--- config.mk ---
export PLATFORM = sky130hd
export DESIGN_NAME = serial_subtractor
export DESIGN_NICKNAME = d
export VERILOG_FILES = /design/src/rtl/serial_subtractor_pkg.sv /design/src/rtl/serial_subtractor_sub_slice.sv /design/src/rtl/serial_subtractor.sv
export SDC_FILE = /design/constraint.sdc
export NUM_CORES = 1
export LEC_CHECK = 0
export CORE_ASPECT_RATIO = 0.6
export CORE_UTILIZATION = 45
export DETAILED_ROUTE_END_ITERATION = 10
export PLACE_DENSITY = 0.81
export SLEW_MARGIN = 40
export SYNTH_ARGS = -nofsm -noshare
export SYNTH_HDL_FRONTEND = slang
export SYNTH_SLANG_ARGS = --single-unit
--- constraint.sdc ---
create_clock -name clk -period 1.5 [get_ports clk]
set_input_delay 0.3 -clock clk [delete_from_list [all_inputs] [get_ports clk]]
set_output_delay 0.3 -clock clk [all_outputs]
set_load 0.01 [all_outputs]
--- src/rtl/serial_subtractor_pkg.sv ---
// Shared types and helpers for the bit-serial subtractor.
// Holds the FSM state encoding and the slice-counter width calculation.
package serial_sub_pkg;

  typedef enum logic [1:0] {
    IDLE = 2'd0,
    RUN  = 2'd1,
    DONE = 2'd2
  } state_e;

  // A one-slice configuration still needs a 1-bit counter.
  function automatic int cnt_width(input int nslice);
    int w;
    w = $clog2(nslice);
    return (w < 1) ? 1 : w;
  endfunction

endpackage

--- src/rtl/serial_subtractor_sub_slice.sv ---
// Combinational STEP-bit subtract slice: d_s = a_s - b_s - bin, with borrow out.
// Built as a ripple of single-bit full subtractors.
module sub_slice #(
  parameter int STEP = 1
) (
  input  logic [STEP-1:0] a_s,
  input  logic [STEP-1:0] b_s,
  input  logic            bin,
  output logic [STEP-1:0] d_s,
  output logic            bout
);

  logic [STEP:0] bw;

  assign bw[0] = bin;

  for (genvar i = 0; i < STEP; i++) begin : g_bit
    assign d_s[i]   = a_s[i] ^ b_s[i] ^ bw[i];
    assign bw[i+1]  = (~a_s[i] & b_s[i]) | (~(a_s[i] ^ b_s[i]) & bw[i]);
  end

  assign bout = bw[STEP];

endmodule

--- src/rtl/serial_subtractor.sv ---
// Multi-cycle subtractor: a - b - borr_in over WIDTH bits, STEP bits per clock,
// with valid/ready handshakes on both operand and result sides.
module serial_subtractor
  import serial_sub_pkg::*;
#(
  parameter int WIDTH = 8,
  parameter int STEP  = 1
) (
  input  logic             clk,
  input  logic             rst_n,
  input  logic             in_valid,
  output logic             in_ready,
  input  logic [WIDTH-1:0] a,
  input  logic [WIDTH-1:0] b,
  input  logic             borr_in,
  output logic             out_valid,
  input  logic             out_ready,
  output logic [WIDTH-1:0] diff,
  output logic             borr_out,
  output logic             zero
);

  localparam int NSLICE = WIDTH / STEP;
  localparam int CW     = cnt_width(NSLICE);

  if (WIDTH < 1 || STEP < 1 || (WIDTH % STEP) != 0) begin : g_param_chk
    $fatal(1, "serial_subtractor: STEP must be >= 1 and divide WIDTH exactly");
  end

  state_e           state_q, state_d;
  logic [CW-1:0]    cnt_q, cnt_d;
  logic             borr_q, borr_d;
  logic [WIDTH-1:0] a_q, b_q, res_q;
  logic [WIDTH-1:0] diff_q;
  logic             borr_out_q, zero_q;

  logic [STEP-1:0]  d_s;
  logic             bout;
  logic [WIDTH-1:0] res_shift;
  logic             last_slice;
  logic             accept;
  logic             load_result;

  sub_slice #(.STEP(STEP)) u_slice (
    .a_s  (a_q[STEP-1:0]),
    .b_s  (b_q[STEP-1:0]),
    .bin  (borr_q),
    .d_s  (d_s),
    .bout (bout)
  );

  // New slice enters at the MSB; after NSLICE shifts the register holds the full difference.
  assign res_shift  = WIDTH'({d_s, res_q} >> STEP);
  assign last_slice = (cnt_q == CW'(NSLICE - 1));

  always_comb begin
    state_d     = state_q;
    cnt_d       = cnt_q;
    borr_d      = borr_q;
    in_ready    = 1'b0;
    out_valid   = 1'b0;
    accept      = 1'b0;
    load_result = 1'b0;
    case (state_q)
      IDLE: begin
        in_ready = rst_n;
        if (in_valid) begin
          accept  = 1'b1;
          cnt_d   = '0;
          borr_d  = borr_in;
          state_d = RUN;
        end
      end
      RUN: begin
        borr_d = bout;
        cnt_d  = cnt_q + CW'(1);
        if (last_slice) begin
          load_result = 1'b1;
          state_d     = DONE;
        end
      end
      DONE: begin
        out_valid = 1'b1;
        if (out_ready) state_d = IDLE;
      end
      default: state_d = IDLE;
    endcase
  end

  // Control and visible result registers: cleared by reset.
  always_ff @(posedge clk or negedge rst_n) begin
    if (!rst_n) begin
      state_q    <= IDLE;
      cnt_q      <= '0;
      borr_q     <= 1'b0;
      diff_q     <= '0;
      borr_out_q <= 1'b0;
      zero_q     <= 1'b0;
    end else begin
      state_q <= state_d;
      cnt_q   <= cnt_d;
      borr_q  <= borr_d;
      if (load_result) begin
        diff_q     <= res_shift;
        borr_out_q <= bout;
        zero_q     <= (res_shift == '0);
      end
    end
  end

  // Operand and partial-result shift registers: always rewritten before use.
  always_ff @(posedge clk) begin
    if (accept) begin
      a_q <= a;
      b_q <= b;
    end else if (state_q == RUN) begin
      a_q   <= a_q >> STEP;
      b_q   <= b_q >> STEP;
      res_q <= res_shift;
    end
  end

  assign diff     = diff_q;
  assign borr_out = borr_out_q;
  assign zero     = zero_q;

endmodule

# [After elaboration in Yosys (flattened, before gate mapping)]
# Index checks and enable logic that the tools add are counted.
[classes] add_sub_neg=1 n_eq_ne=6 n_mux=18 bitwise_logic=8 n_reduce_logical=7
[op_table] op="$mux W8" count=4
[op_table] op="$logic_not A8 Y1" count=1
[op_table] op="$mux W1" count=7
[op_table] op="$mux W2" count=3
[op_table] op="$ne A2 B2 Y1 const B" count=3
[op_table] op="$pmux W2 S3" count=1
[op_table] op="$pmux W3 S2" count=1
[op_table] op="$reduce_and A2 Y1" count=2
[op_table] op="$reduce_bool A2 Y1" count=2
[op_table] op="$add A3 B1 Y3 const B" count=1
[op_table] op="$eq A3 B3 Y1 const B" count=1
[op_table] op="$mux W3" count=1
[op_table] op="$not A1 Y1" count=3
[op_table] op="$reduce_and A3 Y1" count=1
[op_table] op="$and A1 B1 Y1" count=2
[op_table] op="$eq A2 B1 Y1 const B" count=1
[op_table] op="$eq A2 B2 Y1 const B" count=1
[op_table] op="$logic_not A2 Y1" count=1
[op_table] op="$pmux W1 S2" count=1
[op_table] op="$xor A1 B1 Y1" count=2
[op_table] op="$or A1 B1 Y1" count=1
[word_totals] register_bits=40 in_bits=21 out_inout_bits=12 word_cells=49

# [Longest topological paths before layout]
# Gate-level depths: netlist (run 1).
[depth] ltp_word=5 mapped_depth=6 ltp_nobuf=5

# [Hierarchy]
# A second synthesis (run 1) with hierarchy kept.
[hier_totals] cells_unflattened=130 hier_area_um2=1595.3
[by_module_without_submodules] module="serial_subtractor" n_inst=1 cells_each=126 area_per_inst_um2=1564.0 seq_area_each_um2=1091.0
[by_module_without_submodules] module="sub_slice" n_inst=1 cells_each=4 area_per_inst_um2=31.3 seq_area_each_um2=0.0

# [Worst setup path after synthesis (run 1)]
# Ideal clock, no wire load.
[synth_timing] path_type="reg-to-reg" from="register state_q[0]" to="register a_q[0], enable pin" setup_ns=0.373 t_arrival_ns=1.312 required_time_ns=1.127 slack_ns=-0.185 stages_incl_launch_ff=4 n_path_buf=1 period_less_slack_ns=1.685 cell_sequence="dfrtp_1 > or3b_1 > buf_6 > nand2_1"
[synth_between] elab_chain_len=3 elab_cells_between_ends=4 cone_classes="1 x eq/ne; 1 x mux; 2 x reduce/logical"
[synth_lines] element="from (decl)" line="serial_subtractor.sv:30" rtl="state_e state_q, state_d;"
[synth_lines] element="from (signal assigned)" line="serial_subtractor.sv:100" rtl="state_q <= state_d;"
[synth_lines] element="$logic_not A2 Y1" line="serial_subtractor.sv:64" rtl="case (state_q)"
[synth_lines] element="$mux W1" line="serial_subtractor.sv:64"
[synth_lines] element="$reduce_bool A2 Y1 (no source line) (*)"
[synth_lines] element="to (signal assigned)" line="serial_subtractor.sv:117" rtl="a_q <= a_q >> STEP;"
[synth_lines] element="to (decl)" line="serial_subtractor.sv:33" rtl="logic [WIDTH-1:0] a_q, b_q, res_q;"
# Mark *: on every way between the ends. The rest lies on a longest branch, timed or not.
# A chain may end at the register's enable or synchronous reset.

# [Worst setup path after layout (run 1)]
[layout_timing] from="register cnt_q[1]" to="register diff_q[1], in the netlist diff[1]"
[layout_between] elab_chain_len=3
[layout_lines] element="from (decl)" line="serial_subtractor.sv:31" rtl="logic [CW-1:0] cnt_q, cnt_d;"
[layout_lines] element="from (signal assigned)" line="serial_subtractor.sv:101" rtl="cnt_q <= cnt_d;"
[layout_lines] element="$eq A3 B3 Y1" line="serial_subtractor.sv:54" rtl="assign last_slice = (cnt_q == CW'(NSLICE - 1));"
[layout_lines] element="$mux W1" line="serial_subtractor.sv:77" rtl="if (last_slice) begin"
[layout_lines] element="$mux W1" line="serial_subtractor.sv:64"
[layout_lines] element="to (signal assigned)" line="serial_subtractor.sv:104" rtl="diff_q <= res_shift;"
[layout_lines] element="to (decl)" line="serial_subtractor.sv:34" rtl="logic [WIDTH-1:0] diff_q;"
# No other way between the ends.

==> metrics.cfg, run 1 <==
[sta]
period_minus_slack_ns=1.54
slew_headroom_pct=77.3
setup_ws_ns=-0.0421
finalCritPeriodShare_pct=103
worst_pin_slew_ns=0.337
rsz0062_at_grt=true
hold_viol=0
fmax_mhz=648
setup_viol=19
maxSlewViolCount=0
fin_skew_ns=0.00527

[setup_path]
ff2ff_path_depth=5
end_kind=flop
cp_max_fo=6
worstReg2RegStart=cnt_q[1]
critPathLaunchType=flop
cp.required_ns=1.67
crit_arrival_ns=1.72
critPathLaunch=cnt_q[1]
worstReg2RegEnd=diff[1]
worstSetupEndpoint=diff[1]
crit_type=flop to flop
r2r_setup_slack_ns=-0.04

[finish]
syn2layout_area_growth_pct=46.7
drive_gt1_share_pct=29.2
antenna_cells=0
layoutNonFillerInstCount=230
n_fill_cell=201
final_area_um2=2350
fin_util_pct=70.6
layout_common_cells=nand2_1 (42), edfxtp_1 (23), clkdlybuf4s50_1 (20)
layout_commonest_cell=nand2_1
nNetsFinal=208

[floorplanning]
fp.dieH_um=48.2
die_area_um2=3800
std_cell_rows=16
initial_core_util_pct=48.1
pin_count=33
die_x_um=79.0
core_um2=3320

[routing]
dr.pass1.iters=4
remaining_drc_errors=0
finalWirelength_um=4130
ant_nets=0
wl_per_cell_um=17.9
avgViaCountPerCell=5.21
drtIter0Drc=73
vias=1198

[logic_synthesis]
synth_area_leaders=edfxtp_1 (43%), dfrtp_1 (25%), nand2_1 (12%)
syn-num-nets=153
syn_inst=129
yosysWarnings=0
synthDistinctLibCells=23
synth_top_area_share_pct=43.2
syn_area_per_cell_um2=12.4
synth_seq_area_share_pct=68.2
yosys_register_bits=39
syn_area_um2=1600
yosysTopAreaCell=edfxtp_1

[cts]
cts_max_path_buffers=2
cts_tree=built
clk_latency_ns=0.29
root_buffer=clkbuf_8
clk_pin_slew_ns=0.07
cts_buffers=5
cts_htree_levels=2
clock_sinks=39
hold_buffers=0

[global_route]
grt_max_degree=18
grt_first_pass_wirelength_um=5250
globalRouteOverflowTotal=0
antenna_found_initial=0
grt_pass1_vias=1155
grtUsageTotal_pct=19.1

[pwr]
switchingPower_mw=1.66
power_frac_comb_pct=42.4
leakagePower_nw=1.15
power_switching_share_pct=33.4
clockPowerShare_pct=13.5
intPower_mw=3.30
power_density_nw_per_um2=2120
ir_worst_vdd_mv=0.895
seq_power_share_pct=44.1

[status]
violations=setup timing
outcome=finished with violations

[job]
cap_violations=0

[worst_hold_path]
hold_class=input pin to asynchronous set/reset pin

[placed_design]
placed_area_um2=2050
place_congestion=0.702
dp_hpwl_um=2160
io_buffers=32
dp_slack_ns=-0.336
dp.cells=213

-- final cells by class --
cell class,count,area (um2),area share (%)
clock inverter,1,5.00,0.213
clock buffer,7,76.3,3.25
timing repair buffer,53,556,23.7
multi-input combinational,81,542,23.1
sequential,39,1090,46.6
inverter,4,18.8,0.800
tap,45,56.3,2.40
-- through the flow --
| stage | hold WS, ns | setup TNS [ns] | total power, mW |
|---|---|---|---|
| detailed placement | 0.470 | -7.93 | 3.73 |
| global placement | 0.452 | -7.36 | 3.58 |
| CTS | 0.382 | -0.148 | 4.59 |
| floorplan | 0.00441 | 0 | 2.90 |
| global route | 0.423 | -1.56 | 5.22 |
| finish | 0.392 | -0.348 | 4.96 |
-- cell usage after synthesis --
cell type,count
fa_1,1
edfxtp_1,23
ha_1,2
buf_2,1
nor4_1,2
buf_8,1
buf_6,1
inv_1,4
dfrtp_1,16
nand2_1,51
nand3b_1,1
buf_4,1
or2b_1,1
or3b_1,1
and2_1,2
mux2_2,8
nand3_1,3
o21ai_0,5
clkbuf_1,1
nand2b_1,1
nor3b_1,1
nor3b_2,1
o221ai_1,1
-- critical path: stages, from the launching register on --
cell      delay (ns)
dfrtp_1         0.40
ha_2            0.21
ha_4            0.16
nand3b_1        0.15
buf_6           0.18
mux2_4          0.31
-- logic make-up after synthesis --
| group | Yosys count | synth area share, % |
|---|---|---|
| fa+ha+maj | 3 | 2.82 |
| mux | 8 | 5.63 |
| flops | 39 | 68.2 |
| compound gates | 6 | 2.11 |
| simple gates | 64 | 17.6 |
| buf+inv | 9 | 3.60 |
-- state kept, by name, indices dropped and copies added (netlist names) --
name and cells:
zero 1, res_q 7, a_q 8, borr_q 1, cnt_q 3, borr_out 1, diff 8, state_q 2
b_q 8
-- what timing repair did --
action | CTS | global route
endpoints found under the setup margin | 10 | 53
gates resized for setup | 21 | 29
setup buffers | 5 | 3
gates cloned | 1 | 2
pin swaps | 0 | 14
-- power groups by stage --
| stage | Sequential, mW | Combinational [mW] | Clock [mW] |
|---|---|---|---|
| 2_1_floorplan | 2.11 | 0.790 | 0 |
| 3_3_place_gp | 2.09 | 1.49 | 0 |
| 3_5_place_dp | 2.14 | 1.58 | 0 |
| 4_1_cts | 2.12 | 1.80 | 0.671 |
| 5_1_grt | 2.23 | 2.28 | 0.708 |
| 6_report | 2.19 | 2.10 | 0.672 |
-- routing by layer --
layer	up-vias	wire length [um]	GRT usage (%)
met5	-	0	0
met4	0	52	8.73
met3	6	314	5.61
met2	57	2110	32.3
met1	589	1650	23.9
li1	546	-	-
-- worst min-delay path by stage --
stage | depth (start not counted) | endpoint | start
finish | 2 | state_q[0] | rst_n
global route | 2 | cnt_q[0] | rst_n
CTS | 2 | diff[4] | rst_n
detailed placement | 0 | res_q[1] | res_q[2]
global placement | 0 | res_q[1] | res_q[2]
floorplan | 0 | borr_out | rst_n
Note: power is estimated with default switching activity, not from simulation.
==> run 2, diff against run 1 <==
--- a/config.mk
+++ b/config.mk
@@ -5,10 +5,13 @@
 export SDC_FILE = /design/constraint.sdc
 export NUM_CORES = 1
 export LEC_CHECK = 0
+export CAP_MARGIN = 20
+export CELL_PAD_IN_SITES_DETAIL_PLACEMENT = 0
+export CELL_PAD_IN_SITES_GLOBAL_PLACEMENT = 2
 export CORE_ASPECT_RATIO = 0.6
-export CORE_UTILIZATION = 45
+export CORE_UTILIZATION = 30
 export DETAILED_ROUTE_END_ITERATION = 10
-export PLACE_DENSITY = 0.81
+export PLACE_DENSITY = 0.82
 export SLEW_MARGIN = 40
 export SYNTH_ARGS = -nofsm -noshare
 export SYNTH_HDL_FRONTEND = slang
==> metrics.cfg, run 2 (synthesized netlist as in run 1, its figures left out) <==
[status]
outcome=finished with violations
violations=setup timing

[routing]
avgViaCountPerCell=4.31
remaining_drc_errors=0
dr.pass1.iters=4
ant_nets=0
finalWirelength_um=3150
vias=1086
drtIter0Drc=40
wl_per_cell_um=12.5

[setup_path]
ff2ff_path_depth=6
end_kind=flop
cp.required_ns=1.68
worstReg2RegEnd=diff[0]
cp_max_fo=5
crit_arrival_ns=1.68
worstReg2RegStart=cnt_q[0]
crit_type=flop to flop
critPathLaunchType=flop
r2r_setup_slack_ns=-0.002

[pwr]
intPower_mw=3.24
power_frac_comb_pct=38.2
power_mw=4.68
power_density_nw_per_um2=2000
ir_worst_vdd_mv=0.515
clockPowerShare_pct=16.5
switchingPower_mw=1.44
seq_power_share_pct=45.3
leakagePower_nw=1.13
power_switching_share_pct=30.7

[global_route]
grtUsageTotal_pct=12.9
antenna_found_initial=0
grt_first_pass_wirelength_um=5210
grt_max_degree=18
grt_pass1_vias=1103
globalRouteOverflowTotal=0

[sta]
fmax_mhz=666
rsz0062_at_grt=true
setup_viol=1
setup_ws_ns=-0.00238
period_minus_slack_ns=1.50
setup_tns_ns=-0.00238
slew_headroom_pct=77.6
finalCritPeriodShare_pct=100
hold_viol=0
worst_pin_slew_ns=0.333
fin_skew_ns=0.00550
maxSlewViolCount=0

[cts]
cts_buffers=5
hold_buffers=0
cts_htree_levels=2
cts_tree=built
clk_pin_slew_ns=0.07
clk_latency_ns=0.29
cts_max_path_buffers=2
clock_sinks=39
root_buffer=clkbuf_8

[floorplanning]
std_cell_rows=20
fp.dieH_um=58.6
die_area_um2=5640
core_um2=5100
initial_core_util_pct=31.3
die_x_um=96.3
pin_count=33

[placed_design]
dp_slack_ns=-0.321
io_buffers=32
place_congestion=0.706
dp_hpwl_um=2130

[finish]
fin_util_pct=45.8
layout_common_cells=nand2_1 (50), edfxtp_1 (23), clkdlybuf4s50_1 (20)
layout_commonest_cell=nand2_1
drive_gt1_share_pct=25.3
multi_input_area_um2=510
nNetsFinal=209
regArea_um2=1090
antenna_cells=0
n_fill_cell=479
syn2layout_area_growth_pct=46.1

[job]
cap_violations=0

[worst_hold_path]
hold_class=input pin to asynchronous set/reset pin

-- run 2: stage by stage --
step | instances | hold WS, ns | area [um2]
after floorplan | 129 | 0.00441 | 1610
after global placement | 236 | 0.455 | 2090
after detailed placement | 236 | 0.475 | 2090
after CTS | 249 | 0.370 | 2300
after global routing | 252 | 0.385 | 2340
final | 252 | 0.364 | 2340
-- run 2: worst max-delay path by stage --
stage,start,endpoint,slack (ns),cells after the start
floorplan,state_q[0],a_q[0],0.0008,3
global placement,rst_n,in_ready,-0.34,3
detailed placement,rst_n,in_ready,-0.32,3
CTS,cnt_q[1],diff[7],-0.03,6
global route,b_q[0],zero,-0.07,5
finish,cnt_q[0],diff[0],-0.002,6
-- run 2: critical path: stages (launching register included) --
cell	delay [ns]
dfrtp_1	0.39
ha_2	0.19
ha_4	0.15
nand3b_1	0.11
buf_6	0.12
buf_12	0.11
mux2_4	0.30
-- run 2: per-layer routing --
metal	part of all wire (%)	global-route usage, %	up-vias
met3	3.8	5.17	6
li1	-	-	548
met1	50	16.8	520
met5	0	0	-
met4	1.5	4.48	0
met2	45	19.6	12
-- run 2: repair_timing --
action	CTS	global route
pin swaps	2	1
gates resized for setup	22	15
endpoints found under the setup margin	11	30
cloned	1	1
buffers inserted	4	3
hold endpoints to repair	0	0
-- run 2: power by group through the flow --
stage / Combinational (mW) / Sequential [mW] / Clock [mW]
2_1_floorplan: 0.790 / 2.11 / 0
3_3_place_gp: 1.54 / 2.09 / 0
3_5_place_dp: 1.59 / 2.12 / 0
4_1_cts: 1.75 / 2.12 / 0.778
5_1_grt: 1.97 / 2.19 / 0.837
6_report: 1.79 / 2.12 / 0.770
-- run 2: final cells by class --
type / count / share of cell area (%)
flip-flops and latches: 39 / 46.7
repair buffers: 53 / 22.5
multi-input cells: 81 / 21.9
clock buffers: 8 / 4.28
well taps: 66 / 3.54
inverters: 4 / 0.803
repair inverters: 1 / 0.321
==> run 3, diff against run 2 <==
--- a/config.mk
+++ b/config.mk
@@ -5,7 +5,7 @@
 export SDC_FILE = /design/constraint.sdc
 export NUM_CORES = 1
 export LEC_CHECK = 0
-export CAP_MARGIN = 20
+export CAP_MARGIN = 0
 export CELL_PAD_IN_SITES_DETAIL_PLACEMENT = 0
 export CELL_PAD_IN_SITES_GLOBAL_PLACEMENT = 2
 export CORE_ASPECT_RATIO = 0.6
==> results of run 3 <==
No change in the layout: final DEF, timing and power equal those of run 2.
